## src/rtl/gpu_pkg.sv

```systemverilog
// gpu_pkg
// Encodings and default widths shared by the core pipeline blocks.
//   scheduler_state_t : state broadcast by the per-core warp scheduler
//   fetcher_state_t   : state exported by warp_fetcher
//   DEFAULT_*_BITS    : default program-memory address/data widths
package gpu_pkg;

    typedef enum logic [1:0] {
        SCHED_IDLE       = 2'b00,
        SCHED_FETCHING   = 2'b01,
        SCHED_PROCESSING = 2'b10,
        SCHED_WAITING    = 2'b11
    } scheduler_state_t;

    typedef enum logic [2:0] {
        FETCHER_IDLE     = 3'b000,
        FETCHER_FETCHING = 3'b001,
        FETCHER_FETCHED  = 3'b010
    } fetcher_state_t;

    localparam int DEFAULT_ADDR_BITS = 8;
    localparam int DEFAULT_DATA_BITS = 16;

endpackage

```

## src/rtl/fetch_buffer.sv

```systemverilog
// fetch_buffer
// One-entry-per-warp instruction buffer tagged by PC.
//   clk, reset        : clock, synchronous active-low reset (clears valid bits)
//   clear             : invalidate every entry; wins over a same-cycle write
//   lookup_warp/pc    : combinational lookup -> lookup_hit, lookup_data
//   wr_en/warp/pc/data: single write port, fills entry[wr_warp]
module fetch_buffer
    import gpu_pkg::*;
#(
    parameter int NUM_WARPS = 2,
    parameter int WID_BITS  = 1,
    parameter int ADDR_BITS = DEFAULT_ADDR_BITS,
    parameter int DATA_BITS = DEFAULT_DATA_BITS
) (
    input  logic                 clk,
    input  logic                 reset,
    input  logic                 clear,
    input  logic [WID_BITS-1:0]  lookup_warp,
    input  logic [ADDR_BITS-1:0] lookup_pc,
    output logic                 lookup_hit,
    output logic [DATA_BITS-1:0] lookup_data,
    input  logic                 wr_en,
    input  logic [WID_BITS-1:0]  wr_warp,
    input  logic [ADDR_BITS-1:0] wr_pc,
    input  logic [DATA_BITS-1:0] wr_data
);

    logic [NUM_WARPS-1:0] valid_q, valid_d;
    logic [ADDR_BITS-1:0] tag_q  [NUM_WARPS];
    logic [ADDR_BITS-1:0] tag_d  [NUM_WARPS];
    logic [DATA_BITS-1:0] data_q [NUM_WARPS];
    logic [DATA_BITS-1:0] data_d [NUM_WARPS];

    assign lookup_hit  = valid_q[lookup_warp] && (tag_q[lookup_warp] == lookup_pc);
    assign lookup_data = data_q[lookup_warp];

    // Clear is applied after the write so a flush in the fill cycle wins.
    always_comb begin
        valid_d = valid_q;
        tag_d   = tag_q;
        data_d  = data_q;
        if (wr_en) begin
            valid_d[wr_warp] = 1'b1;
            tag_d[wr_warp]   = wr_pc;
            data_d[wr_warp]  = wr_data;
        end
        if (clear) begin
            valid_d = '0;
        end
    end

    always_ff @(posedge clk) begin
        if (!reset) begin
            valid_q <= '0;
        end else begin
            valid_q <= valid_d;
        end
    end

    // Tags and data are meaningless without their valid bit, so no reset.
    always_ff @(posedge clk) begin
        tag_q  <= tag_d;
        data_q <= data_d;
    end

endmodule

```

## src/rtl/warp_fetcher.sv

```systemverilog
// warp_fetcher
// Instruction-fetch stage between the warp scheduler and program memory.
// Re-fetches of the same PC by the same warp are served from fetch_buffer.
//   clk, reset          : clock, synchronous active-low reset
//   scheduler_state     : fetch requested while it equals SCHED_FETCHING
//   warp_id, pc         : warp being fetched and its PC
//   flush               : invalidate the instruction buffer
//   mem_read_*          : program-memory valid/ready read channel
//   fetcher_state       : IDLE / FETCHING / FETCHED
//   instruction(_ready) : fetched word, ready high throughout FETCHED
module warp_fetcher
    import gpu_pkg::*;
#(
    parameter int MAX_WARPS_PER_CORE    = 2,
    parameter int WARP_ID_BITS          = (MAX_WARPS_PER_CORE > 1) ? $clog2(MAX_WARPS_PER_CORE) : 1,
    parameter int PROGRAM_MEM_ADDR_BITS = DEFAULT_ADDR_BITS,
    parameter int PROGRAM_MEM_DATA_BITS = DEFAULT_DATA_BITS
) (
    input  logic                             clk,
    input  logic                             reset,
    input  logic [1:0]                       scheduler_state,
    input  logic [WARP_ID_BITS-1:0]          warp_id,
    input  logic [PROGRAM_MEM_ADDR_BITS-1:0] pc,
    input  logic                             flush,
    output logic                             mem_read_valid,
    output logic [PROGRAM_MEM_ADDR_BITS-1:0] mem_read_address,
    input  logic                             mem_read_ready,
    input  logic [PROGRAM_MEM_DATA_BITS-1:0] mem_read_data,
    output logic [2:0]                       fetcher_state,
    output logic [PROGRAM_MEM_DATA_BITS-1:0] instruction,
    output logic                             instruction_ready
);

    fetcher_state_t                   state_q, state_d;
    logic [WARP_ID_BITS-1:0]          req_warp_q, req_warp_d;
    logic [PROGRAM_MEM_ADDR_BITS-1:0] req_pc_q, req_pc_d;
    logic                             mem_read_valid_q, mem_read_valid_d;
    logic [PROGRAM_MEM_ADDR_BITS-1:0] mem_read_address_q, mem_read_address_d;
    logic [PROGRAM_MEM_DATA_BITS-1:0] instruction_q, instruction_d;
    logic                             instruction_ready_q, instruction_ready_d;
    logic                             stale_q, stale_d;

    logic                             fetch_req;
    logic                             lookup_hit;
    logic [PROGRAM_MEM_DATA_BITS-1:0] lookup_data;
    logic                             buf_wr_en;

    assign fetch_req = (scheduler_state == SCHED_FETCHING);

    fetch_buffer #(
        .NUM_WARPS (MAX_WARPS_PER_CORE),
        .WID_BITS  (WARP_ID_BITS),
        .ADDR_BITS (PROGRAM_MEM_ADDR_BITS),
        .DATA_BITS (PROGRAM_MEM_DATA_BITS)
    ) u_fetch_buffer (
        .clk         (clk),
        .reset       (reset),
        .clear       (flush),
        .lookup_warp (warp_id),
        .lookup_pc   (pc),
        .lookup_hit  (lookup_hit),
        .lookup_data (lookup_data),
        .wr_en       (buf_wr_en),
        .wr_warp     (req_warp_q),
        .wr_pc       (req_pc_q),
        .wr_data     (mem_read_data)
    );

    always_comb begin
        state_d             = state_q;
        req_warp_d          = req_warp_q;
        req_pc_d            = req_pc_q;
        mem_read_valid_d    = mem_read_valid_q;
        mem_read_address_d  = mem_read_address_q;
        instruction_d       = instruction_q;
        instruction_ready_d = instruction_ready_q;
        stale_d             = stale_q;
        buf_wr_en           = 1'b0;

        unique case (state_q)
            FETCHER_IDLE: begin
                if (fetch_req) begin
                    req_warp_d = warp_id;
                    req_pc_d   = pc;
                    // A hit on an entry being flushed this same edge is treated as a miss.
                    if (lookup_hit && !flush) begin
                        instruction_d       = lookup_data;
                        instruction_ready_d = 1'b1;
                        state_d             = FETCHER_FETCHED;
                    end else begin
                        mem_read_valid_d   = 1'b1;
                        mem_read_address_d = pc;
                        state_d            = FETCHER_FETCHING;
                    end
                end
            end

            FETCHER_FETCHING: begin
                if (flush) begin
                    stale_d = 1'b1;
                end
                if (mem_read_ready) begin
                    mem_read_valid_d = 1'b0;
                    // A flush seen anytime during the request makes the returned word suspect.
                    if (stale_q || flush) begin
                        state_d = FETCHER_IDLE;
                    end else begin
                        buf_wr_en           = 1'b1;
                        instruction_d       = mem_read_data;
                        instruction_ready_d = 1'b1;
                        state_d             = FETCHER_FETCHED;
                    end
                end
            end

            FETCHER_FETCHED: begin
                if (!fetch_req || (warp_id != req_warp_q) || (pc != req_pc_q)) begin
                    instruction_ready_d = 1'b0;
                    state_d             = FETCHER_IDLE;
                end
            end

            default: begin
                instruction_ready_d = 1'b0;
                mem_read_valid_d    = 1'b0;
                state_d             = FETCHER_IDLE;
            end
        endcase

        if (state_d == FETCHER_IDLE) begin
            stale_d = 1'b0;
        end
    end

    always_ff @(posedge clk) begin
        if (!reset) begin
            state_q             <= FETCHER_IDLE;
            req_warp_q          <= '0;
            req_pc_q            <= '0;
            mem_read_valid_q    <= 1'b0;
            mem_read_address_q  <= '0;
            instruction_q       <= '0;
            instruction_ready_q <= 1'b0;
            stale_q             <= 1'b0;
        end else begin
            state_q             <= state_d;
            req_warp_q          <= req_warp_d;
            req_pc_q            <= req_pc_d;
            mem_read_valid_q    <= mem_read_valid_d;
            mem_read_address_q  <= mem_read_address_d;
            instruction_q       <= instruction_d;
            instruction_ready_q <= instruction_ready_d;
            stale_q             <= stale_d;
        end
    end

    assign fetcher_state     = state_q;
    assign mem_read_valid    = mem_read_valid_q;
    assign mem_read_address  = mem_read_address_q;
    assign instruction       = instruction_q;
    assign instruction_ready = instruction_ready_q;

endmodule

```

## config.mk

```make
export PLATFORM = sky130hd
export DESIGN_NAME = warp_fetcher
export DESIGN_NICKNAME = d
export VERILOG_FILES = /design/src/rtl/gpu_pkg.sv /design/src/rtl/fetch_buffer.sv /design/src/rtl/warp_fetcher.sv
export SDC_FILE = /design/constraint.sdc
export NUM_CORES = 1
export LEC_CHECK = 0
export ABC_AREA = 1
export CAP_MARGIN = 20
export CORE_MARGIN = 8
export CORE_UTILIZATION = 48
export DETAILED_ROUTE_END_ITERATION = 8
export GPL_ROUTABILITY_DRIVEN = 0
export PLACE_DENSITY = 0.76
export SLEW_MARGIN = 5
export SYNTH_ARGS = -nofsm -noshare
export SYNTH_HDL_FRONTEND = slang
export SYNTH_SLANG_ARGS = --single-unit
```

## constraint.sdc

```tcl
create_clock -name clk -period 2.5 [get_ports clk]
set_input_delay 0.75 -clock clk [delete_from_list [all_inputs] [get_ports clk]]
set_output_delay 0.75 -clock clk [all_outputs]
set_load 0.1 [all_outputs]
```

# Yosys cells after proc, flatten, opt, wreduce, memory -nomap -nowiden
# Cells that the tools add are included.
[totals]
wordCells = 97
romBits = 0
out_inout_bits = 29
memories = 0
in_bits = 31
ramBits = 0
latchBits = 0
regBits = 89
[classes]
n_shift = 0
n_addsub = 0
n_eq_ne = 12
mux = 40
n_mul = 0
div_mod_pow = 0
reduce_logical = 20
n_lt_le_gt_ge = 6
bitwise = 6
[op_table]
columns = ["op", "n"]
rows = [
  ["16-bit two-way mux", 8],
  ["32-bit bitwise mux", 1],
  ["8-bit two-way mux", 4],
  ["16-bit case mux with 2 select lines", 1],
  ["16-bit bitwise mux", 1],
  ["16-bit demux with 1-bit select", 1],
  ["1-bit two-way mux", 14],
  ["2-bit inequality test, second input constant", 6],
  ["5-bit AND reduction", 2],
  ["3-bit two-way mux", 3],
  ["3-bit case mux with 3 select lines", 1],
  ["8-bit demux with 1-bit select", 1],
  ["8-bit equality test", 1],
  ["8-bit inequality test", 1],
  ["3-bit zero test", 2],
  ["1-bit case mux with 3 select lines", 2],
  ["2-bit greater-or-equal comparator, second input constant", 2],
  ["1-bit logical AND", 4],
  ["1-bit by 2-bit < comparator with 1-bit output, second input constant", 2],
  ["2-bit two-way mux", 2],
  ["1-bit NOT with 2-bit output", 2],
  ["2-bit AND reduction", 2],
  ["4-bit AND reduction", 1],
  ["2-bit OR reduction", 2],
  ["13 further kinds", 18],
]

# Longest topological paths before layout
# Gate-level depths: netlist of the first run.
[logic_depth]
word_depth = 12
ltp_mapped = 15
ltp_nobuf = 14

# Hierarchy
# A second synthesis of the first run with hierarchy kept.
[hier_totals]
cells_unflattened = 454
area_unflattened_um2 = 3928.8
[by_module_without_submodules]
columns = ["module", "area_per_inst_um2", "instances", "cells_per_inst", "seq_area_each_um2"]
rows = [
  ["fetch_buffer", 2047.0, 1, 177, 1481.4],
  ["warp_fetcher", 1881.8, 1, 277, 780.7],
]

# Least setup slack after synthesis of the first run
# OpenSTA, ideal clock, no wires.
[synth_timing]
path_type = "register to register"
startpoint = "reg state_q[0], in the netlist fetcher_state[0]"
endpoint = "reg u_fetch_buffer.data_q[0] (netlist bit), enable pin"
synth_period_minus_slack_ns = 3.121
arrival_time_ns = 2.715
stages_incl_launch_ff = 7
setup_time_ns = 0.406
path_slack_ns = -0.621
path_buffers = 0
cell_sequence = "dfxtp_1 > inv_1 > nor2_1 > clkinv_1 > nor2_1 > inv_1 > nor2_1"
[synth_between]
elab_chain_cells = 2
[synth_lines]
columns = ["element", "line_no", "rtl"]
rows = [
  ["from (decl)", "warp_fetcher.sv:34", "fetcher_state_t state_q, state_d;"],
  ["from (signal assigned)", "warp_fetcher.sv:146", "state_q <= state_d;"],
  ["3-bit by 1-bit equality test with 1-bit output", "warp_fetcher.sv:80", "unique case (state_q)"],
  ["1-bit two-way mux", "warp_fetcher.sv:80", ""],
  ["to (signal assigned)", "fetch_buffer.sv:63", "data_q <= data_d;"],
  ["to (decl)", "fetch_buffer.sv:31", "logic [DATA_BITS-1:0] data_q [NUM_WARPS];"],
]
# No other way between the ends.
# A chain may end at the register's enable or synchronous reset.

# Worst setup path after layout of the first run
[layout_timing]
startpoint = "in pc[1]"
endpoint = "reg instruction_q[6], in the netlist instruction[6]"
[layout_between]
elab_chain_cells = 5
[layout_lines]
columns = ["element", "line_no", "rtl"]
rows = [
  ["from (decl)", "warp_fetcher.sv:23", "input logic [PROGRAM_MEM_ADDR_BITS-1:0] pc,"],
  ["8-bit equality test", "fetch_buffer.sv:34", "assign lookup_hit = valid_q[lookup_warp] && (tag_q[lookup_warp] == lookup_pc);"],
  ["1-bit logical AND", "fetch_buffer.sv:34", ""],
  ["1-bit logical AND", "warp_fetcher.sv:86", "if (lookup_hit && !flush) begin"],
  ["2-bit inequality test (no source line)", "-", ""],
  ["5-bit AND reduction (no source line)", "-", ""],
  ["to (signal assigned)", "warp_fetcher.sv:151", "instruction_q <= instruction_d;"],
  ["to (decl)", "warp_fetcher.sv:39", "logic [PROGRAM_MEM_DATA_BITS-1:0] instruction_q, instruction_d;"],
]
# No other way between the ends.

==> metrics.md, run 1 <==
| Metric | Value |
|---|---|
| Cell mode on critical path | `nand2_1` |
| Sequential share of the synthesized area | `59.1%` |
| Final setup fails | `0` |
| Crit path DAT | `2.37 ns` |
| Final Hold Viols | `0` |
| Initial Util | `49.6%` |
| H-tree depth | `3` |
| Met2 Use GR | `26.5%` |
| Peak supply drop | `0.375 mV` |
| Placement row count | `32` |
| Kind of critical path | `in2reg` |
| Dominant synthesized flop cell | `edfxtp_1` |
| Clock Path Buffers | `2` |
| Slew Viols, Final | `0` |
| Period Utilization, post-route | `85.7%` |
| Die Y | `105 µm` |
| Num CTS Buffers | `9` |
| Clock latency on the worst-skew pair | `0.34 ns` |
| Layout cell share with drive strength beyond 1 | `16.5%` |
| PD cells | `660 nW/µm²` |
| CP Cell Sequence | `clkdlybuf4s50_1 -> inv_1 -> nand2_1 -> nand2_1 -> inv_1 -> nand2_1 -> nor2_2 -> nand4_1 -> nand2_2 -> nand3_4 -> buf_12 -> nor2_1 -> nor2_1` |
| WL/cell | `13.2 µm` |
| Drt pass-1 iters | `4` |
| Global route hottest layer | `met2` |
| Most instantiated library cell after synthesis | `nand2_1` |
| DRC Markers | `0` |
| Reg2Reg Depth | `8` |
| Final net count | `542` |
| Area growth syn-to-layout | `24.4%` |
| Pleak | `2.04 nW` |
| Worst hold slack | `0.467 ns` |
| Met3 Use GR | `4.20%` |
| Chip width | `105 µm` |
| Clock Skew | `0.00908 ns` |
| Top cells by area, synth | `edfxtp_1 38%, dfxtp_1 21%, nand2_1 12%` |
| Asr flop ratio synth | `0%` |
| Postcts setup bufs | `0` |
| Synth Instances | `435` |
| RSZ-0062 raised after global routing | `false` |
| Hold buffers post-CTS | `0` |
| Hold Path Depth | `2` |
| Crit path buf inv count | `4` |
| Status | `complete, no violations` |
| Ant diodes | `0` |
| Core ar. | `7730 µm²` |
| Yosys cell types | `31` |
| Critical Path End Type | `flop` |
| Share of the synthesized area in the top cell type | `37.6%` |
| DIE AREA | `11,100 µm²` |
| Multi-input gate area | `1290 µm²` |
| Post-synth EDFFs | `48` |
| Clk sinks | `89` |
| Minimum clock period | `2.14 ns` |
| Initial antenna violation count | `0` |
| Post-route ant nets | `0` |
| Worst EP required | `2.73 ns` |
| Critical path launch point type | `input port` |
| Syn avg cell area | `8.80 µm²` |
| Synth area leader | `edfxtp_1` |
| Synth Register Bits | `89` |
| Crit-path max FO | `32` |
| Fill cells | `675` |
| Reg area | `2260 µm²` |
| Total Wirelength | `8140 µm` |
| CP max stage cell | `clkdlybuf4s50_1` |
| HPWL after detailed placement | `6030 µm` |
| Remaining global-route overflow | `0` |
| Buffers on Ports | `59` |
| Worst Hold Class | `reg2reg` |
| Post-layout util | `61.7%` |
| Mapped cell area | `3830 µm²` |
| Via count | `2,998` |
| Clk slew on worst S/H paths | `0.08 ns` |
| Vias per cell | `4.85` |
| CTS tree | `yes` |
| WP depth | `13` |
| Largest net degree at the start of global routing | `36` |
| Slowest cell delay on critical path | `0.54 ns` |
| Clock tree root driver cell | `clkbuf_8` |
| Most frequent cells after synthesis | `121 x nand2_1, 87 x nor2_1, 48 x edfxtp_1` |
| Drt first-iter violations | `170` |
| Critical path's top delay family | `buffers and inverters` |
| Overall Global Routing Usage | `15.2%` |
| Global-route wire length before repair | `14,000 µm` |
| Num ports | `60` |
| M1 GR Usage | `17.6%` |
| Syn_nets | `466` |
| Resized Gates After CTS | `0` |
| Achievable Freq | `467 MHz` |
| Ys Warns | `0` |
| Number of global-route vias before repair | `3,040` |
| MaxCap Viol Count | `0` |
through the flow:
step	setup slack [ns]	power (W)	TNS, ns	instances	area [µm²]
floorplan	-0.206	0.00205	-10.01	435	3840
global placement	-0.101	0.00221	-2.28	602	4570
detailed placement	-0.183	0.00222	-3.45	602	4570
CTS	0.179	0.00318	0	618	4760
global route	0.204	0.00328	0	618	4770
finish	0.358	0.00314	0	618	4770
layer usage:
layer	wire length, µm	vias to the layer above
met1	3550	1362
met5	0	-
met2	3990	81
li1	-	1551
met4	50	0
met3	554	4
cells by family (layout without fill, tap and decap cells):
logic type	count (synthesis)	after routing	share of synthesized area, %
AOI/OAI and AO/OA	49	49	8.49
xor gates and xnor gates	5	5	1.14
buffers and inverters	62	143	7.35
DFF	89	89	59.1
other	1	1	0.0979
and+or+nand+nor	229	229	23.8
worst min-delay path: stages (launching register included):
cell,delay [ns]
dfxtp_1,0.32
nand2_1,0.06
a21oi_1,0.05
final cells by class:
type | count | area share, %
flip-flops and latches | 89 | 47.5
multi-input cells | 284 | 27.1
repair buffers | 82 | 15.1
inverters | 45 | 3.60
clock buffers | 10 | 2.68
well taps | 102 | 2.68
clock inverters | 6 | 1.39
layout by cell type, fill, tap and decap left out, types with 2 or more instances in the layout:
cell type / synthesis / layout
buf_4: 1 / 50
a31oi_1: 16 / 16
o2111ai_1: 2 / 2
dfxtp_1: 41 / 40
xnor2_1: 3 / 3
a21oi_1: 9 / 9
inv_1: 41 / 41
o22ai_1: 3 / 3
nor2_2: 2 / 4
nand3_1: 10 / 10
inv_2: 3 / 2
clkdlybuf4s50_1: 0 / 29
clkbuf_8: 0 / 9
edfxtp_1: 48 / 48
a211oi_2: 5 / 5
o21ai_0: 10 / 10
a211oi_1: 2 / 2
nand4_1: 3 / 3
nor2_1: 87 / 85
nand2_2: 3 / 3
nand2_1: 121 / 121
xor2_1: 2 / 2
buf_12: 0 / 2
inv_4: 0 / 2
worst paths after layout:
check | startpoint | endpoint | slack (ns)
max | pc[1] | instruction[6] | 0.36
min | mem_read_valid | mem_read_valid | 0.47
max reg2reg | fetcher_state[1] | u_fetch_buffer.tag_q[1] | 0.67
min reg2reg | mem_read_valid | mem_read_valid | 0.47
state kept, by name, indices dropped and copies added (netlist names):
name                    flops
req_warp_q                  1
instruction                16
stale_q                     1
instruction_ready           1
u_fetch_buffer.tag_q       16
u_fetch_buffer.data_q      32
mem_read_address            8
req_pc_q                    8
fetcher_state               3
u_fetch_buffer.valid_q      2
mem_read_valid              1
power by group:
group | switching [W] | internal [W] | leakage [nW]
clock network | 0.000495 | 0.000467 | 0.0972
logic | 0.000407 | 0.000169 | 1.17
registers | 0.0000258 | 0.00158 | 0.772
(Power assumes the default switching activity.)
==> run 2: changes to the inputs <==
Settings changed: CORE_UTILIZATION 48 to 57, PLACE_DENSITY 0.76 to 0.85.
Clock period 2.5 ns to 2.55 ns, I/O delays scaled along.
==> metrics.md, run 2 (synthesis results as in run 1) <==
| Metric | Value |
|---|---|
| Post-route ant nets | `0` |
| Crit path DAT | `2.62 ns` |
| Kind of critical path | `in2reg` |
| Reg with most FFs | `u_fetch_buffer.data_q` |
| Clock Path Buffers | `2` |
| Final net count | `539` |
| Clock Skew | `0.00765 ns` |
| Placed cells | `577` |
| Worst Hold Class | `reg2reg` |
| Highest-count cells in the layout ignoring fill and taps | `121 x nand2_1, 85 x nor2_1, 48 x edfxtp_1, 47 x buf_4, 41 x inv_1` |
| Largest net degree at the start of global routing | `36` |
| Drt first-iter violations | `179` |
| Total Wirelength | `8690 µm` |
| Clk slew on worst S/H paths | `0.09 ns` |
| CP Cell Sequence | `clkdlybuf4s50_1 -> inv_2 -> nand2_1 -> nand2_1 -> xor2_1 -> nor2_1 -> nand4_1 -> nand2_2 -> nand3_4 -> buf_12 -> nand2_1 -> nand2_1 -> nor2_1` |
| Buffers on Ports | `59` |
| Layout cell share with drive strength beyond 1 | `16.0%` |
| Largest register FFs | `32` |
| Area growth syn-to-layout | `23.6%` |
| Fin cells | `593` |
| Ant diodes | `0` |
| Minimum clock period | `2.32 ns` |
| Postcts setup bufs | `0` |
| Final instance area | `4730 µm²` |
| Number of global-route vias before repair | `3,071` |
| Peak supply drop | `0.362 mV` |
| Setup TNS | `0 ns` |
| Worst EP required | `2.85 ns` |
| Initial antenna violation count | `0` |
| Overall Global Routing Usage | `18.4%` |
| RSZ-0062 raised after global routing | `false` |
| Final Hold Viols | `0` |
| Vias per cell | `5.27` |
| Worst Hold End | `mem_read_valid` |
| Num CTS Buffers | `9` |
| CTS tree | `yes` |
| Clock tree root driver cell | `clkbuf_8` |
| Reg2Reg Depth | `8` |
| Remaining global-route overflow | `0` |
| Chip width | `98.0 µm` |
| Placement row count | `30` |
| Critical path launch point type | `input port` |
| Reg-to-Reg End | `u_fetch_buffer.data_q[19]` |
| MaxCap Viol Count | `0` |
| Slowest cell delay on critical path | `0.55 ns` |
| Status | `complete, no violations` |
| Drt pass-1 iters | `5` |
| Pleak | `2.02 nW` |
| Tot Pwr | `0.00319 W` |
| Hold buffers post-CTS | `0` |
| PD cells | `674 nW/µm²` |
| Critical Path End Type | `flop` |
| Final setup fails | `0` |
| DRC Markers | `0` |
| DIE AREA | `9600 µm²` |
| Slew Viols, Final | `0` |
| H-tree depth | `3` |
| Cell mode on critical path | `nand2_1` |
| Core ar. | `6640 µm²` |
| Clock latency on the worst-skew pair | `0.36 ns` |
| Initial Util | `57.6%` |
| Reg-to-Reg Start | `fetcher_state[1]` |
| Resized Gates After CTS | `0` |
| Clk sinks | `89` |
| Crit path buf inv count | `3` |
| Register-to-Register Setup Slack | `0.56 ns` |
| Achievable Freq | `431 MHz` |
| HPWL after detailed placement | `6100 µm` |
| Hold Startpoint | `mem_read_valid` |
| Critical path's top delay family | `simple AND/OR/NAND/NOR gates` |
| Die Y | `98.0 µm` |
| WL/cell | `14.7 µm` |
| Global-route wire length before repair | `14,200 µm` |
| Period Utilization, post-route | `90.9%` |
| Hold Path Depth | `2` |
| Most common cell after layout, fill and taps aside | `nand2_1` |
| CP max stage cell | `clkdlybuf4s50_1` |
| Via count | `3,125` |
| Crit-path max FO | `32` |
| Placed cell area | `4520 µm²` |
| Worst hold slack | `0.467 ns` |
| Num ports | `60` |
run 2: layout make-up:
| type | instances | area (µm²) |
|---|---|---|
| sequential | 89 | 2260 |
| fill | 492 | 1910 |
| inverter | 45 | 169 |
| tap | 80 | 100 |
| timing repair buffer | 79 | 693 |
| clock buffer | 10 | 128 |
| multi-input combinational | 284 | 1290 |
| clock inverter | 6 | 90.1 |
run 2: worst max-delay path by stage:
stage | start | to | slack, ns | cells past startpoint
global route | warp_id | instruction[0] | 0.08 | 15
global placement | warp_id | instruction[6] | -0.04 | 15
finish | warp_id | instruction[3] | 0.23 | 13
detailed placement | warp_id | instruction[3] | -0.12 | 16
CTS | warp_id | instruction[3] | 0.25 | 16
floorplan | fetcher_state[2] | u_fetch_buffer.data_q[0] | -0.16 | 7
run 2: worst min-delay path: cells and delay by family (launching register included):
kind / cells / cell delay (ns)
compound gates: 1 / 0.05
flops: 1 / 0.32
simple gates: 1 / 0.06
run 2: metal layers:
layer  GRT usage, %  routed length [µm]  share of wire [%]  vias to the layer above
met3           5.48                 669                7.7                       15
met4           7.31                 130                1.5                        0
met5              0                   0                  0                        -
met2           32.3                4370                 50                      123
met1           20.5                3520                 41                     1443
li1               -                   -                  -                     1544
run 2: stage by stage:
stage,util (%),setup slack (ns)
2_1_floorplan,-,-0.156
3_3_place_gp,68.0,-0.0384
3_5_place_dp,68.0,-0.117
4_1_cts,71.3,0.249
5_1_grt,71.3,0.0818
6_report,71.3,0.231
run 2: where the power goes:
group / leakage, nW / internal [W] / switching, W
registers: 0.772 / 0.00155 / 0.0000261
logic: 1.15 / 0.000163 / 0.000405
clock network: 0.103 / 0.000556 / 0.000493
total: 2.02 / 0.00227 / 0.000925
==> run 3: changes to the inputs <==
Settings changed: SLEW_MARGIN 5 to 20.
==> results of run 3 <==
No change in the layout: final DEF, timing and power equal those of run 2.
